File: src/rtl/spi_pkg.sv
`default_nettype none
// +----------------------------------------------------------------------+
// | spi_pkg: command encodings, FSM state type and counter sizing helper  |
// | Revision: 1.0                                                        |
// +----------------------------------------------------------------------+
package spi_pkg;

    localparam logic [1:0] c_OP_WR_ADDR = 2'b00;
    localparam logic [1:0] c_OP_WR_DATA = 2'b01;
    localparam logic [1:0] c_OP_RD_ADDR = 2'b10;
    localparam logic [1:0] c_OP_RD_DATA = 2'b11;

    typedef enum logic [2:0] {
        ST_IDLE  = 3'd0,
        ST_START = 3'd1,
        ST_RWBIT = 3'd2,
        ST_SHIFT = 3'd3,
        ST_WAIT  = 3'd4,
        ST_RECV  = 3'd5,
        ST_HOLD  = 3'd6,
        ST_GAP   = 3'd7
    } spi_state_t;

    // Counters run 0..len-1, so the longest phase needs clog2(len) bits.
    function automatic int cnt_width(input int a, input int b, input int c);
        int m;
        m = a;
        if (b > m) m = b;
        if (c > m) m = c;
        return (m < 2) ? 1 : $clog2(m);
    endfunction

endpackage
`default_nettype wire

File: src/rtl/spi_shift_reg.sv
`default_nettype none
// +----------------------------------------------------------------------+
// | spi_shift_reg: parallel-load/serial-out and serial-in/parallel-out    |
// | shift register, MSB first.                                            |
// | Revision: 1.0                                                        |
// +----------------------------------------------------------------------+
module spi_shift_reg #(
    parameter int WIDTH = 10,
    parameter int RX_W  = 8
) (
    input  logic             clk,
    input  logic             rst,
    input  logic             i_load,
    input  logic [WIDTH-1:0] i_load_data,
    input  logic             i_shift_en,
    input  logic             i_serial_in,
    output logic             o_serial_out,
    output logic [RX_W-1:0]  o_rx_word
);

    logic [WIDTH-1:0] r_sreg;

    always_ff @(posedge clk) begin
        if (rst) begin
            r_sreg <= '0;
        end else if (i_load) begin
            r_sreg <= i_load_data;
        end else if (i_shift_en) begin
            r_sreg <= {r_sreg[WIDTH-2:0], i_serial_in};
        end
    end

    assign o_serial_out = r_sreg[WIDTH-1];
    // Word as it will stand once the bit currently on i_serial_in is shifted in.
    assign o_rx_word    = {r_sreg[RX_W-2:0], i_serial_in};

endmodule
`default_nettype wire

File: src/rtl/spi_master_ctrl.sv
`default_nettype none
// +----------------------------------------------------------------------+
// | spi_master_ctrl: command-driven SPI master framing address/data      |
// | writes and reads. Optional SPI_MASTER_TXN_CNT_EN adds txn_cnt.        |
// | Revision: 1.0                                                        |
// +----------------------------------------------------------------------+
module spi_master_ctrl
    import spi_pkg::*;
#(
    parameter int IDLE_GAP = 3,
    parameter int RD_WAIT  = 2,
    parameter int DATA_W   = 8
) (
    input  logic              clk,
    input  logic              rst,
    input  logic              cmd_valid,
    output logic              cmd_ready,
    input  logic [1:0]        cmd_op,
    input  logic [DATA_W-1:0] cmd_byte,
    output logic              MOSI,
    output logic              SS_n,
    input  logic              MISO,
    output logic [DATA_W-1:0] rd_data,
    output logic              rd_valid,
    output logic              busy
`ifdef SPI_MASTER_TXN_CNT_EN
    ,
    output logic [15:0]       txn_cnt
`endif
);

    localparam int c_CNT_W = cnt_width(DATA_W + 2, RD_WAIT, IDLE_GAP);
    localparam logic [c_CNT_W-1:0] c_SHIFT_LAST = c_CNT_W'(DATA_W + 1);
    localparam logic [c_CNT_W-1:0] c_WAIT_LAST  = c_CNT_W'(RD_WAIT - 1);
    localparam logic [c_CNT_W-1:0] c_RECV_LAST  = c_CNT_W'(DATA_W - 1);
    localparam logic [c_CNT_W-1:0] c_GAP_LAST   = c_CNT_W'(IDLE_GAP - 1);

    spi_state_t         r_state;
    logic [c_CNT_W-1:0] r_cnt;
    logic [1:0]         r_op;
    logic               w_load;
    logic               w_shift_en;
    logic               w_so;
    logic [DATA_W-1:0]  w_rx_word;

    assign cmd_ready = (r_state == ST_IDLE);
    assign busy      = (r_state != ST_IDLE);
    assign w_load    = cmd_ready && cmd_valid;
    // RWBIT pre-shifts so MOSI can be registered straight from the MSB each SHIFT cycle.
    assign w_shift_en = (r_state == ST_RWBIT) ||
                        ((r_state == ST_SHIFT) && (r_cnt != c_SHIFT_LAST)) ||
                        (r_state == ST_RECV);

    spi_shift_reg #(
        .WIDTH (DATA_W + 2),
        .RX_W  (DATA_W)
    ) u_shift_reg (
        .clk          (clk),
        .rst          (rst),
        .i_load       (w_load),
        .i_load_data  ({cmd_op, cmd_byte}),
        .i_shift_en   (w_shift_en),
        .i_serial_in  (MISO),
        .o_serial_out (w_so),
        .o_rx_word    (w_rx_word)
    );

    always_ff @(posedge clk) begin
        if (rst) begin
            r_state  <= ST_IDLE;
            r_cnt    <= '0;
            r_op     <= '0;
            SS_n     <= 1'b1;
            MOSI     <= 1'b0;
            rd_data  <= '0;
            rd_valid <= 1'b0;
        end else begin
            rd_valid <= 1'b0;
            case (r_state)
                ST_IDLE: begin
                    if (cmd_valid) begin
                        r_op    <= cmd_op;
                        r_cnt   <= '0;
                        SS_n    <= 1'b0;
                        MOSI    <= 1'b0;
                        r_state <= ST_START;
                    end
                end
                ST_START: begin
                    MOSI    <= r_op[1];
                    r_state <= ST_RWBIT;
                end
                ST_RWBIT: begin
                    MOSI    <= w_so;
                    r_cnt   <= '0;
                    r_state <= ST_SHIFT;
                end
                ST_SHIFT: begin
                    if (r_cnt == c_SHIFT_LAST) begin
                        MOSI    <= 1'b0;
                        r_cnt   <= '0;
                        r_state <= (r_op == c_OP_RD_DATA) ? ST_WAIT : ST_HOLD;
                    end else begin
                        MOSI  <= w_so;
                        r_cnt <= r_cnt + 1'b1;
                    end
                end
                ST_WAIT: begin
                    if (r_cnt == c_WAIT_LAST) begin
                        r_cnt   <= '0;
                        r_state <= ST_RECV;
                    end else begin
                        r_cnt <= r_cnt + 1'b1;
                    end
                end
                ST_RECV: begin
                    if (r_cnt == c_RECV_LAST) begin
                        rd_data  <= w_rx_word;
                        rd_valid <= 1'b1;
                        r_cnt    <= '0;
                        r_state  <= ST_HOLD;
                    end else begin
                        r_cnt <= r_cnt + 1'b1;
                    end
                end
                ST_HOLD: begin
                    SS_n    <= 1'b1;
                    MOSI    <= 1'b0;
                    r_cnt   <= '0;
                    r_state <= ST_GAP;
                end
                ST_GAP: begin
                    if (r_cnt == c_GAP_LAST) begin
                        r_cnt   <= '0;
                        r_state <= ST_IDLE;
                    end else begin
                        r_cnt <= r_cnt + 1'b1;
                    end
                end
                default: begin
                    SS_n    <= 1'b1;
                    MOSI    <= 1'b0;
                    r_cnt   <= '0;
                    r_state <= ST_IDLE;
                end
            endcase
        end
    end

`ifdef SPI_MASTER_TXN_CNT_EN
    always_ff @(posedge clk) begin
        if (rst) begin
            txn_cnt <= '0;
        end else if ((r_state == ST_GAP) && (r_cnt == c_GAP_LAST)) begin
            txn_cnt <= txn_cnt + 16'd1;
        end
    end
`endif

endmodule
`default_nettype wire

File: config.mk
export PLATFORM = sky130hd
export DESIGN_NAME = spi_master_ctrl
export DESIGN_NICKNAME = d
export VERILOG_FILES = /design/src/rtl/spi_pkg.sv /design/src/rtl/spi_shift_reg.sv /design/src/rtl/spi_master_ctrl.sv
export SDC_FILE = /design/constraint.sdc
export NUM_CORES = 1
export LEC_CHECK = 0
export CELL_PAD_IN_SITES_DETAIL_PLACEMENT = 1
export CELL_PAD_IN_SITES_GLOBAL_PLACEMENT = 1
export CORE_AREA = 2 2 73 58
export CTS_CLUSTER_SIZE = 30
export DETAILED_ROUTE_END_ITERATION = 6
export DIE_AREA = 0 0 75 60
export PLACE_DENSITY = 0.84
export SETUP_SLACK_MARGIN = 0.15
export SYNTH_ARGS = -nofsm -noshare
export SYNTH_HDL_FRONTEND = slang
export SYNTH_SLANG_ARGS = --single-unit
export TNS_END_PERCENT = 5
File: constraint.sdc
create_clock -name clk -period 5.2 [get_ports clk]
set_clock_uncertainty 0.2 [all_clocks]
set_input_delay 1.04 -clock clk [delete_from_list [all_inputs] [get_ports clk]]
set_output_delay 1.04 -clock clk [all_outputs]
set_load 0.05 [all_outputs]
==> flow_metrics.env <==
export IMPL_outcome="complete, no violations"
export IMPL_synth_edff_count=0
export IMPL_cts_tree="built"
export IMPL_finalSetupViolations=0
export IMPL_ys_seq_area_share_pct=39.2
export IMPL_io_buffers=26
export IMPL_synthArstFlopShare_pct=0
export IMPL_ys_top_cells_by_area="dfxtp_1 (39%), mux2i_1 (13%), nor2_1 (5.6%), a211oi_1 (5.4%), a21oi_1 (2.9%)"
export IMPL_hold_viol=0
export IMPL_worstSetupEndpointType="primary output"
export IMPL_synth_distinct_cells=40
export IMPL_drt_wl_total_mm=4.08
export IMPL_ir_drop_mv=0.136
export IMPL_antennaDiodeCount=0
export IMPL_ant_nets=0
export IMPL_grt_util_all_layers_pct=19.9
export IMPL_path_class="flip-flop to primary output"
export IMPL_cts_resized=0
export IMPL_critPathLaunchType="flip-flop"
export IMPL_syn2layout_area_growth_pct=22.0
export IMPL_synth_seq_cells=30
export IMPL_grt_pass1_vias=1391
export IMPL_clk_pin_slew_ns=0.06
export IMPL_post_cts_buffers=0
export IMPL_grt_pass1_wl_mm=6.64
export IMPL_clock_sinks=30
export IMPL_cts_hold_buf=0
export IMPL_ctsLongestPathBuffers=2
export IMPL_nNetsFinal=202
export IMPL_fin_tns_setup_ns=0
export IMPL_synth_top_area_share_pct=39.2
export IMPL_cts_buffers=5
export IMPL_start_util_pct=40.0
export IMPL_pin_count=27
export IMPL_fmax_mhz=303
export IMPL_drive_gt1_share_pct=10.8
export IMPL_synth_avg_cell_area_um2=9.39
export IMPL_postSynthCellCount=163
export IMPL_post_route_period_util_pct=63.4
export IMPL_synth_warning_count=0
export IMPL_dr_total_vias=1317
export IMPL_leakage_nw=0.650
export IMPL_clkLatencyLatePin_ns=0.28
export IMPL_root_buffer="clkbuf_8"
export IMPL_die_y_um=60
export IMPL_slew_headroom_pct=26.4
export IMPL_die_w_um=75
export IMPL_fillers=463
export IMPL_rsz0062_at_grt="no"
export IMPL_power_uw=684
export IMPL_syn_nets=180
export IMPL_drtIter0Drc=92
export IMPL_fp_coreArea_mm2=0.00383
export IMPL_synth_area_leader_cell="dfxtp_1"
export IMPL_final_max_slew_viol_count=0
export IMPL_required_ns=3.96
export IMPL_via_per_inst=5.49
export IMPL_synthFlopType="dfxtp_1"
export IMPL_worstPathArrival_ns=2.06
export IMPL_grt_max_degree=29
export IMPL_overflow=0
export IMPL_drc=0
export IMPL_antenna_found_initial=0
export IMPL_min_path_type="flip-flop to flip-flop"
export IMPL_critPathMaxFanout=16
export IMPL_drtPass1Iterations=4
export IMPL_powerDensity_mw_per_mm2=367
export IMPL_min_period_ns=3.30
export IMPL_final_cell_mix="dfxtp_1 (30), clkdlybuf4s50_1 (26), nor2_1 (23), mux2i_1 (20), a211oi_1 (11)"
export IMPL_die_area_mm2=0.00450
export IMPL_cap_violations=0
export IMPL_htreeDepth=2
export IMPL_routabilityCongestion=0.802
export IMPL_tightest_slew_ns=1.10
export IMPL_rows=20
export IMPL_syn_cell_area_mm2=0.00153
export IMPL_hpwl_mm=2.74
export IMPL_layout_cells_most_common="dfxtp_1"
export IMPL_wire_per_inst_um=17.0
-- cell usage after synthesis (2+ instances only) --
master and count:
nand2b_1 2, nor2_1 23, buf_2 3, o221ai_1 2, o21ai_0 5, clkbuf_1 3
a211oi_1 11, ha_1 3, dfxtp_1 30, buf_4 2, and2_1 2, a211o_2 2
nand3b_1 3, nand2_1 7, inv_1 8, o2111ai_1 2, buf_6 3, a21oi_1 9
o22ai_1 2, mux2i_1 20, and4bb_2 2
-- layer usage --
layer | GRT usage (%) | part of all wire, % | vias to the layer above
li1 | - | - | 626
met1 | 22.6 | 44 | 646
met2 | 35.5 | 50 | 35
met3 | 5.06 | 4.1 | 10
met4 | 8.42 | 1.5 | 0
met5 | 0 | 0 | -
-- path summary, 6_finish.rpt --
check,startpoint,end,slack [ns],cells past startpoint
worst max-delay path,r_state[1],busy,1.90,3
worst min-delay path,rd_data[4],rd_data[4],0.30,2
worst max register to register,r_state[2],rd_data[7],2.63,4
worst min register to register,rd_data[4],rd_data[4],0.30,2
-- logic make-up (layout without fill, tap and decap cells) --
logic type | Yosys count | in the layout | share of synthesized area, %
mux | 20 | 20 | 13.1
buf+inv | 20 | 42 | 7.11
simple gates | 52 | 52 | 20.4
compound gates | 38 | 38 | 17.7
flops | 30 | 30 | 39.2
fa+ha+maj | 3 | 3 | 2.45
-- flip-flops by register name, indices dropped and copies added, names as in the netlist --
register,cells
r_op,2
SS_n,1
MOSI,1
rd_valid,1
r_cnt,4
r_state,3
u_shift_reg.r_sreg,10
rd_data,8
-- cell type report --
type	count	area, um^2	area share (%)
Tap cell	55	68.8	3.69
Timing Repair Buffer	27	268	14.3
Inverter	8	30.0	1.61
Multi-Input combinational cell	113	821	44.0
Clock buffer	5	68.8	3.69
Clock inverter	2	10.0	0.536
Sequential cell	30	601	32.2
-- power breakdown --
| group | internal [mW] | switching [mW] |
|---|---|---|
| Combinational | 0.0853 | 0.123 |
| Clock | 0.0895 | 0.0851 |
| Sequential | 0.261 | 0.0406 |
| Total | 0.436 | 0.249 |
-- per-stage QoR --
step	setup slack (ns)	hold slack (ns)	std cells	utilization (%)	instance area, um^2
after floorplan	2.63	0.261	163	-	1530
after global placement	2.24	0.272	233	46.7	1790
after detailed placement	2.12	0.297	233	46.7	1790
after CTS	1.90	0.308	240	48.8	1870
after global routing	1.81	0.323	240	48.8	1870
final	1.90	0.303	240	48.8	1870
-- worst max-delay path, stage by stage, from the launching register on --
cell	delay (ns)
dfxtp_1	0.70
nor3_4	0.11
inv_1	0.14
clkdlybuf4s50_1	0.82
(Power assumes the default switching activity.)
